$ cat config.mk
export PLATFORM = sky130hd
export DESIGN_NAME = aer_stream_tx
export DESIGN_NICKNAME = d
export VERILOG_FILES = /design/src/rtl/aer_stream_tx.sv
export SDC_FILE = /design/constraint.sdc
export NUM_CORES = 1
export LEC_CHECK = 0
export CAP_MARGIN = 20
export CORE_ASPECT_RATIO = 1.1
export CORE_MARGIN = 1
export CORE_UTILIZATION = 40
export CTS_BUF_LIST = sky130_fd_sc_hd__clkbuf_8 sky130_fd_sc_hd__clkbuf_16
export CTS_CLUSTER_DIAMETER = 100
export DETAILED_ROUTE_END_ITERATION = 7
export GPL_ROUTABILITY_DRIVEN = 0
export GPL_TIMING_DRIVEN = 0
export PLACE_DENSITY = 0.67
export SYNTH_ARGS = -nofsm -noshare
export SYNTH_HDL_FRONTEND = slang
export SYNTH_SLANG_ARGS = --single-unit
$ cat constraint.sdc
create_clock -name clk_i -period 3.83 [get_ports clk_i]
set_input_delay 0.383 -clock clk_i [delete_from_list [all_inputs] [get_ports clk_i]]
set_output_delay 0.383 -clock clk_i [all_outputs]
set_load 0.005 [all_outputs]
$ cat src/rtl/aer_stream_tx.sv
// rtl/aer_stream_tx.sv - AER burst transmitter: event buffer reads onto a 4-phase REQ/ACK link
module aer_stream_tx #(
    parameter int M           = 8,
    parameter int DEPTH       = 256,
    parameter int SYNC_STAGES = 2,
    parameter int GAP_CYCLES  = 0,
    parameter int TIMEOUT     = 1023,
    parameter int AW          = $clog2(DEPTH)
) (
    input  logic          clk_i,
    input  logic          rst_ni,
    input  logic          start_i,
    input  logic [AW:0]   num_events_i,
    input  logic          abort_i,
    output logic          rd_en_o,
    output logic [AW-1:0] rd_addr_o,
    input  logic [M-1:0]  rd_data_i,
    output logic          busy_o,
    output logic          done_o,
    output logic          timeout_err_o,
    output logic [AW:0]   evt_cnt_o,
    output logic [M-1:0]  aerout_addr_o,
    output logic          aerout_req_o,
    input  logic          aerout_ack_i
);

    localparam int GW = (GAP_CYCLES > 1) ? $clog2(GAP_CYCLES) : 1;
    localparam int TW = (TIMEOUT > 1) ? $clog2(TIMEOUT) : 1;
    localparam logic [GW-1:0] GAP_LAST = GW'((GAP_CYCLES > 0) ? GAP_CYCLES - 1 : 0);
    localparam logic [TW-1:0] TO_LAST  = TW'((TIMEOUT > 0) ? TIMEOUT - 1 : 0);
    localparam logic [AW:0]   ONE      = (AW + 1)'(1);

    typedef enum logic [2:0] {
        S_IDLE, S_FETCH, S_LOAD, S_REQ, S_RELEASE, S_GAP, S_FINISH
    } state_t;

    state_t state_q, state_d;

    logic [SYNC_STAGES-1:0] sync_q;
    logic [AW:0]            num_q;
    // evt_cnt_q doubles as the buffer index: both start at 0 and advance together
    logic [AW:0]            evt_cnt_q;
    logic [M-1:0]           aerout_addr_q;
    logic                   aerout_req_q;
    logic                   busy_q;
    logic                   timeout_err_q;
    logic                   abort_q;
    logic [GW-1:0]          gap_q;
    logic [TW-1:0]          tcnt_q;

    logic ack_s;
    logic abort_any;
    logic last_evt;
    logic timeout_hit;

    assign ack_s       = sync_q[SYNC_STAGES-1];
    assign abort_any   = abort_i | abort_q;
    assign last_evt    = ((evt_cnt_q + ONE) == num_q);
    assign timeout_hit = (TIMEOUT != 0) && (tcnt_q == TO_LAST);

    // State register
    always_ff @(posedge clk_i or negedge rst_ni) begin
        if (!rst_ni) begin
            state_q <= S_IDLE;
        end else begin
            state_q <= state_d;
        end
    end

    // Next-state logic
    always_comb begin
        state_d = state_q;
        case (state_q)
            S_IDLE: begin
                if (start_i) begin
                    state_d = (num_events_i == '0) ? S_FINISH : S_FETCH;
                end
            end
            S_FETCH: state_d = S_LOAD;
            S_LOAD:  state_d = S_REQ;
            S_REQ: begin
                if (ack_s) begin
                    state_d = S_RELEASE;
                end else if (timeout_hit) begin
                    state_d = S_IDLE;
                end
            end
            S_RELEASE: begin
                if (!ack_s) begin
                    if (abort_any || last_evt) begin
                        state_d = S_FINISH;
                    end else if (GAP_CYCLES > 0) begin
                        state_d = S_GAP;
                    end else begin
                        state_d = S_FETCH;
                    end
                end else if (timeout_hit) begin
                    state_d = S_IDLE;
                end
            end
            S_GAP: begin
                if (abort_any) begin
                    state_d = S_FINISH;
                end else if (gap_q == GAP_LAST) begin
                    state_d = S_FETCH;
                end
            end
            S_FINISH: state_d = S_IDLE;
            default:  state_d = S_IDLE;
        endcase
    end

    // Outputs decoded directly from state
    always_comb begin
        rd_en_o   = 1'b0;
        rd_addr_o = '0;
        done_o    = 1'b0;
        if (state_q == S_FETCH) begin
            rd_en_o   = 1'b1;
            rd_addr_o = evt_cnt_q[AW-1:0];
        end
        if (state_q == S_FINISH) begin
            done_o = 1'b1;
        end
    end

    // Datapath: ACK synchroniser, counters, AER outputs and status flags
    always_ff @(posedge clk_i or negedge rst_ni) begin
        if (!rst_ni) begin
            sync_q        <= '0;
            num_q         <= '0;
            evt_cnt_q     <= '0;
            aerout_addr_q <= '0;
            aerout_req_q  <= 1'b0;
            busy_q        <= 1'b0;
            timeout_err_q <= 1'b0;
            abort_q       <= 1'b0;
            gap_q         <= '0;
            tcnt_q        <= '0;
        end else begin
            sync_q <= {sync_q[SYNC_STAGES-2:0], aerout_ack_i};
            // Abort is remembered so a short pulse still ends the burst after the current handshake
            if (state_q != S_IDLE && abort_i) begin
                abort_q <= 1'b1;
            end
            case (state_q)
                S_IDLE: begin
                    if (start_i) begin
                        num_q         <= num_events_i;
                        evt_cnt_q     <= '0;
                        timeout_err_q <= 1'b0;
                        busy_q        <= 1'b1;
                        abort_q       <= 1'b0;
                    end
                end
                S_LOAD: begin
                    aerout_addr_q <= rd_data_i;
                    aerout_req_q  <= 1'b1;
                    tcnt_q        <= '0;
                end
                S_REQ: begin
                    if (ack_s) begin
                        aerout_req_q <= 1'b0;
                        tcnt_q       <= '0;
                    end else if (timeout_hit) begin
                        aerout_req_q  <= 1'b0;
                        timeout_err_q <= 1'b1;
                        busy_q        <= 1'b0;
                    end else begin
                        tcnt_q <= tcnt_q + TW'(1);
                    end
                end
                S_RELEASE: begin
                    if (!ack_s) begin
                        evt_cnt_q <= evt_cnt_q + ONE;
                        gap_q     <= '0;
                    end else if (timeout_hit) begin
                        timeout_err_q <= 1'b1;
                        busy_q        <= 1'b0;
                    end else begin
                        tcnt_q <= tcnt_q + TW'(1);
                    end
                end
                S_GAP:    gap_q  <= gap_q + GW'(1);
                S_FINISH: busy_q <= 1'b0;
                default: ;
            endcase
        end
    end

    assign busy_o        = busy_q;
    assign timeout_err_o = timeout_err_q;
    assign evt_cnt_o     = evt_cnt_q;
    assign aerout_addr_o = aerout_addr_q;
    assign aerout_req_o  = aerout_req_q;

endmodule

======== Word-level counts from Yosys, hierarchy flattened ========
Cells that the tools add are included.
storage, ports and cells
  output and inout port bits .............. 30
  register bits after elaboration ......... 46
cells by class
  reduce and logical (&&, ||, !) cells .... 19
  bitwise gates (word level) .............. 1
  muxes and demuxes ....................... 37
  equal/unequal tests ..................... 14
  $add $sub $neg .......................... 3
operator list
  kind                   number
  $mux 10                3
  $pmux 10 s3            1
  $mux 3                 8
  $mux 9                 2
  $pmux 3 s6             1
  $pmux 9 s2             1
  $mux 1                 16
  $add 10x1->10 const B  1
  $eq 10x10->1 const B   1
  $reduce_and 2->1       5
  $add 9x1->9 const B    1
  $eq 3x3->1 const B     3
  $eq 9x9->1             1
  $logic_not 9->1        1
  $reduce_bool 3->1      3
  $mux 8                 1
  $ne 2x2->1 const B     4
  $reduce_and 4->1       2
  $eq 3x2->1 const B     2
  $ne 3x3->1 const B     2
  $reduce_bool 2->1      3
  $pmux 1 s2             2
  $pmux 1 s4             1
  $reduce_bool 4->1      1
  other kinds (8)        8

======== Depth between registers and ports, before layout ========
  depth in word-level cells ............... 6
  mapped depth ............................ 8
  depth with buffers taken out ............ 8

======== Worst setup path before layout ========
No wires, ideal clock.
  path kind ............................... register -> register
  from .................................... reg evt_cnt_q[0] (netlist: evt_cnt_o[0])
  to ...................................... reg state_q[2]
  library setup time ...................... 90 ps
  stages on the path, launching flop included .. 8
  path slack .............................. 1,836 ps
  clock period less this slack ............ 1,994 ps
  arrival ................................. 1,904 ps
  cells stage by stage .................... dfrtp_1 > ha_1 > nand3_2 > or4b_1 > o2111ai_1 > o21ai_1 > or3_4 > o221ai_1
between the ends
  cells in the longest elaborated chain, start to end .. 6
ends and longest elaborated chain
  what                      RTL line  RTL
  start: declaration        42        logic [AW:0] evt_cnt_q;
  start signal: assignment  175       evt_cnt_q <= evt_cnt_q + ONE;
  $add 9x1->9               58        assign last_evt = ((evt_cnt_q + ONE) == num_q);
  $eq 9x9->1                58
  $logic_or 1x1->1          90        if (abort_any || last_evt) begin
  $mux 3                    90
  $mux 3                    89        if (!ack_s) begin
  $pmux 3 s6                73        case (state_q)
  end signal: assignment    66        state_q <= state_d;
  end: declaration          37        state_t state_q, state_d;
No other way between the ends.
A chain may end at the register's enable or synchronous reset.

======== Worst setup path after layout ========
  from .................................... reg state_q[0]
  to ...................................... out rd_addr_o[3]
between the ends
  cells in the longest elaborated chain, start to end .. 2
ends and longest elaborated chain
  what              RTL line  RTL
  $eq 3x1->1        118       if (state_q == S_FETCH) begin
  $mux 8            118
  end: declaration  16        output logic [AW-1:0] rd_addr_o,
No other way between the ends.

==> impl_metrics.json <==
{
  "status": "complete, no violations",
  "period_share": 0.691,
  "critPathTopFamily": "buffers and inverters",
  "fin_crit_ps": 2640,
  "synth_flop_cell": "dfrtp_1",
  "fin_skew_ps": 5.25,
  "numCtsBuffers": 5,
  "syn_area_per_cell_sq_um": 8.88,
  "ys_seq_area_frac": 0.461,
  "drc": 0,
  "nFillCells": 545,
  "grt_max_degree": 26,
  "cts_resized": 0,
  "vias": 2235,
  "hold_violations": 0,
  "drive_above_1_share": 0.0704,
  "hold_ws_ps": 44.9,
  "rows": 29,
  "rsz0062_at_grt": "false",
  "htreeDepth": 2,
  "crit_arrival_ps": 2260,
  "endpoint": "rd_addr_o[3]",
  "yosys.area.top_type": "dfrtp_1",
  "ir_drop_mv": 0.330,
  "n_antenna_cell": 0,
  "yosysTopAreaCellShare": 0.461,
  "area_growth_pct": 29.2,
  "crit_slowest_cell": "clkdlybuf4s50_1",
  "nets": 365,
  "path_buf_inv": 2,
  "cts_hold_repair.buffers": 0,
  "ys_ff_latch": 46,
  "grt_use_total": 0.193,
  "core_area_sq_um": 5880,
  "drv_cap": 0,
  "vias_per_cell": 5.35,
  "gr-total-overflow": 0,
  "syn_area_sq_um": 2500,
  "r2r-start": "evt_cnt_o[0]$_DFFE_PN0P_",
  "clk_path_buf_depth": 2,
  "tns_ps": 0,
  "synth_edf_count": 0,
  "power.density_nw_per_um2": 589,
  "path_class": "reg2out",
  "place_area_sq_um": 3120,
  "crit_chain": "clkbuf_1 > nand2b_1 > nor2_1 > and2_1 > clkdlybuf4s50_1",
  "drv_slew": 0,
  "yosysWarnings": 0,
  "fin_area_sq_um": 3220,
  "power.leakage_uw": 0.00135,
  "clk_pin_slew_ps": 80,
  "clk_latency_ps": 300,
  "endpoint_kind": "primary output",
  "rr_endpoint": "state_q[2]$_DFFE_PN0P_",
  "max_freq_ghz": 0.378,
  "syn_nets": 306,
  "start_util": 0.425,
  "register_area_sq_um": 1150,
  "synthTopCellsByArea": "dfrtp_1, nand2_1, nor2_1",
  "synthCells": 281,
  "clockRootBuffer": "clkbuf_8",
  "final_common_cell": "clkdlybuf4s50_1",
  "ys_types": 43,
  "synthArstFlopShare": 1.00,
  "cp.depth": 5,
  "cp-startpoint": "state_q[0]$_DFFE_PN0P_",
  "post-dp-hpwl_um": 4200,
  "hp-class": "in2async",
  "drt_pass1_iterations": 4,
  "ioPinCount": 52,
  "wl_per_cell_um": 13.7,
  "cts_tree": "yes",
  "port_buffers": 51,
  "r2r_setup_slack_ps": 1560,
  "postRouteAntennaNets": 0,
  "multiInputGateArea_sq_um": 1270,
  "r2r_cells": 7,
  "setup_viol": 0,
  "start_kind": "register",
  "drt_iter0_drc": 149,
  "slowest_delay_ps": 490,
  "first_global_vias": 2122,
  "cts_sinks": 46,
  "antenna_found_initial": 0,
  "fp.dieH_um": 84.9,
  "max_slew.worst_pin.slew_ps": 570,
  "final_cell_mix": "clkdlybuf4s50_1, nand2_1, dfrtp_1",
  "finalWirelength_um": 5730,
  "die-area_sq_um": 6560,
  "post-cts-setup-buffers": 0,
  "cp.required_ps": 3450,
  "grt_pass1_wl_um": 10100,
  "die_w_um": 77.3,
  "crit_fanout": 10,
  "timing.slew.headroom": 0.620
}
## sequential cells by signal, indices dropped and copies added (netlist names)
name / count
evt_cnt_o: 9
gap_q: 1
aerout_addr_o: 8
timeout_err_o: 1
busy_o: 1
abort_q: 1
num_q: 9
tcnt_q: 10
state_q: 3
aerout_req_o: 1
sync_q: 2
## where the power goes
part	leakage [uW]	internal [uW]	switching, uW
Sequential	0.000586	632	119
Combinational	0.000708	394	404
Clock	0.0000607	190	161
## stage by stage
step	instances	total power (uW)	setup WS, ps	util
2_1_floorplan	281	1230	1840	-
3_3_place_gp	409	1540	1070	0.528
3_5_place_dp	410	1560	1490	0.530
4_1_cts	418	1920	1160	0.549
5_1_grt	418	2040	976	0.549
6_report	418	1900	1190	0.549
## kinds of logic after synthesis
| family | Yosys count | synth area share |
|---|---|---|
| compound gates | 56 | 0.138 |
| xor+xnor | 18 | 0.0687 |
| fa+ha+maj | 3 | 0.0150 |
| buf+inv | 18 | 0.0301 |
| flops | 46 | 0.461 |
| mux | 8 | 0.0361 |
| simple gates | 132 | 0.251 |
## Yosys cell counts (all sizes together), types with 2 or more instances
cell type and instances:
dfrtp 46, nand2 46, nor2 29, o21ai 20
a21oi 17, nand3 16, xnor2 12, and2 10
clkbuf 10, mux2 8, nor3 7, and3 6
inv 6, nand4 6, xor2 5, or3 4
ha 3, o2111ai 3, o31ai 3, a31oi 2
buf 2, nand2b 2, nor4 2, o41ai 2
or2 2
## how the worst min path moves through the flow
stage,to,slack [ps],cells past startpoint
2_1_floorplan,abort_q$_DFF_PN0_,90,0
3_3_place_gp,sync_q[1]$_DFF_PN0_,330,0
3_5_place_dp,sync_q[1]$_DFF_PN0_,340,0
4_1_cts,aerout_addr_o[6]$_DFFE_PN0P_,50,1
5_1_grt,aerout_addr_o[6]$_DFFE_PN0P_,80,1
6_report,aerout_addr_o[6]$_DFFE_PN0P_,40,1
## final cells by class
type / count / area share
multi-input cells: 217 / 0.394
flip-flops and latches: 46 / 0.357
repair buffers: 52 / 0.163
well taps: 77 / 0.0299
clock buffers: 5 / 0.0213
plain buffers: 12 / 0.0163
clock inverters: 3 / 0.0116
inverters: 6 / 0.00698
## routing by layer
| metal | global-route usage | vias up | wire length, um |
|---|---|---|---|
| met5 | 0 | - | 0 |
| met4 | 0.0703 | 0 | 87 |
| met3 | 0.0323 | 9 | 242 |
| met2 | 0.309 | 66 | 2780 |
| met1 | 0.265 | 1060 | 2610 |
| li1 | - | 1100 | - |
Note: power is estimated with default switching activity, not from simulation.
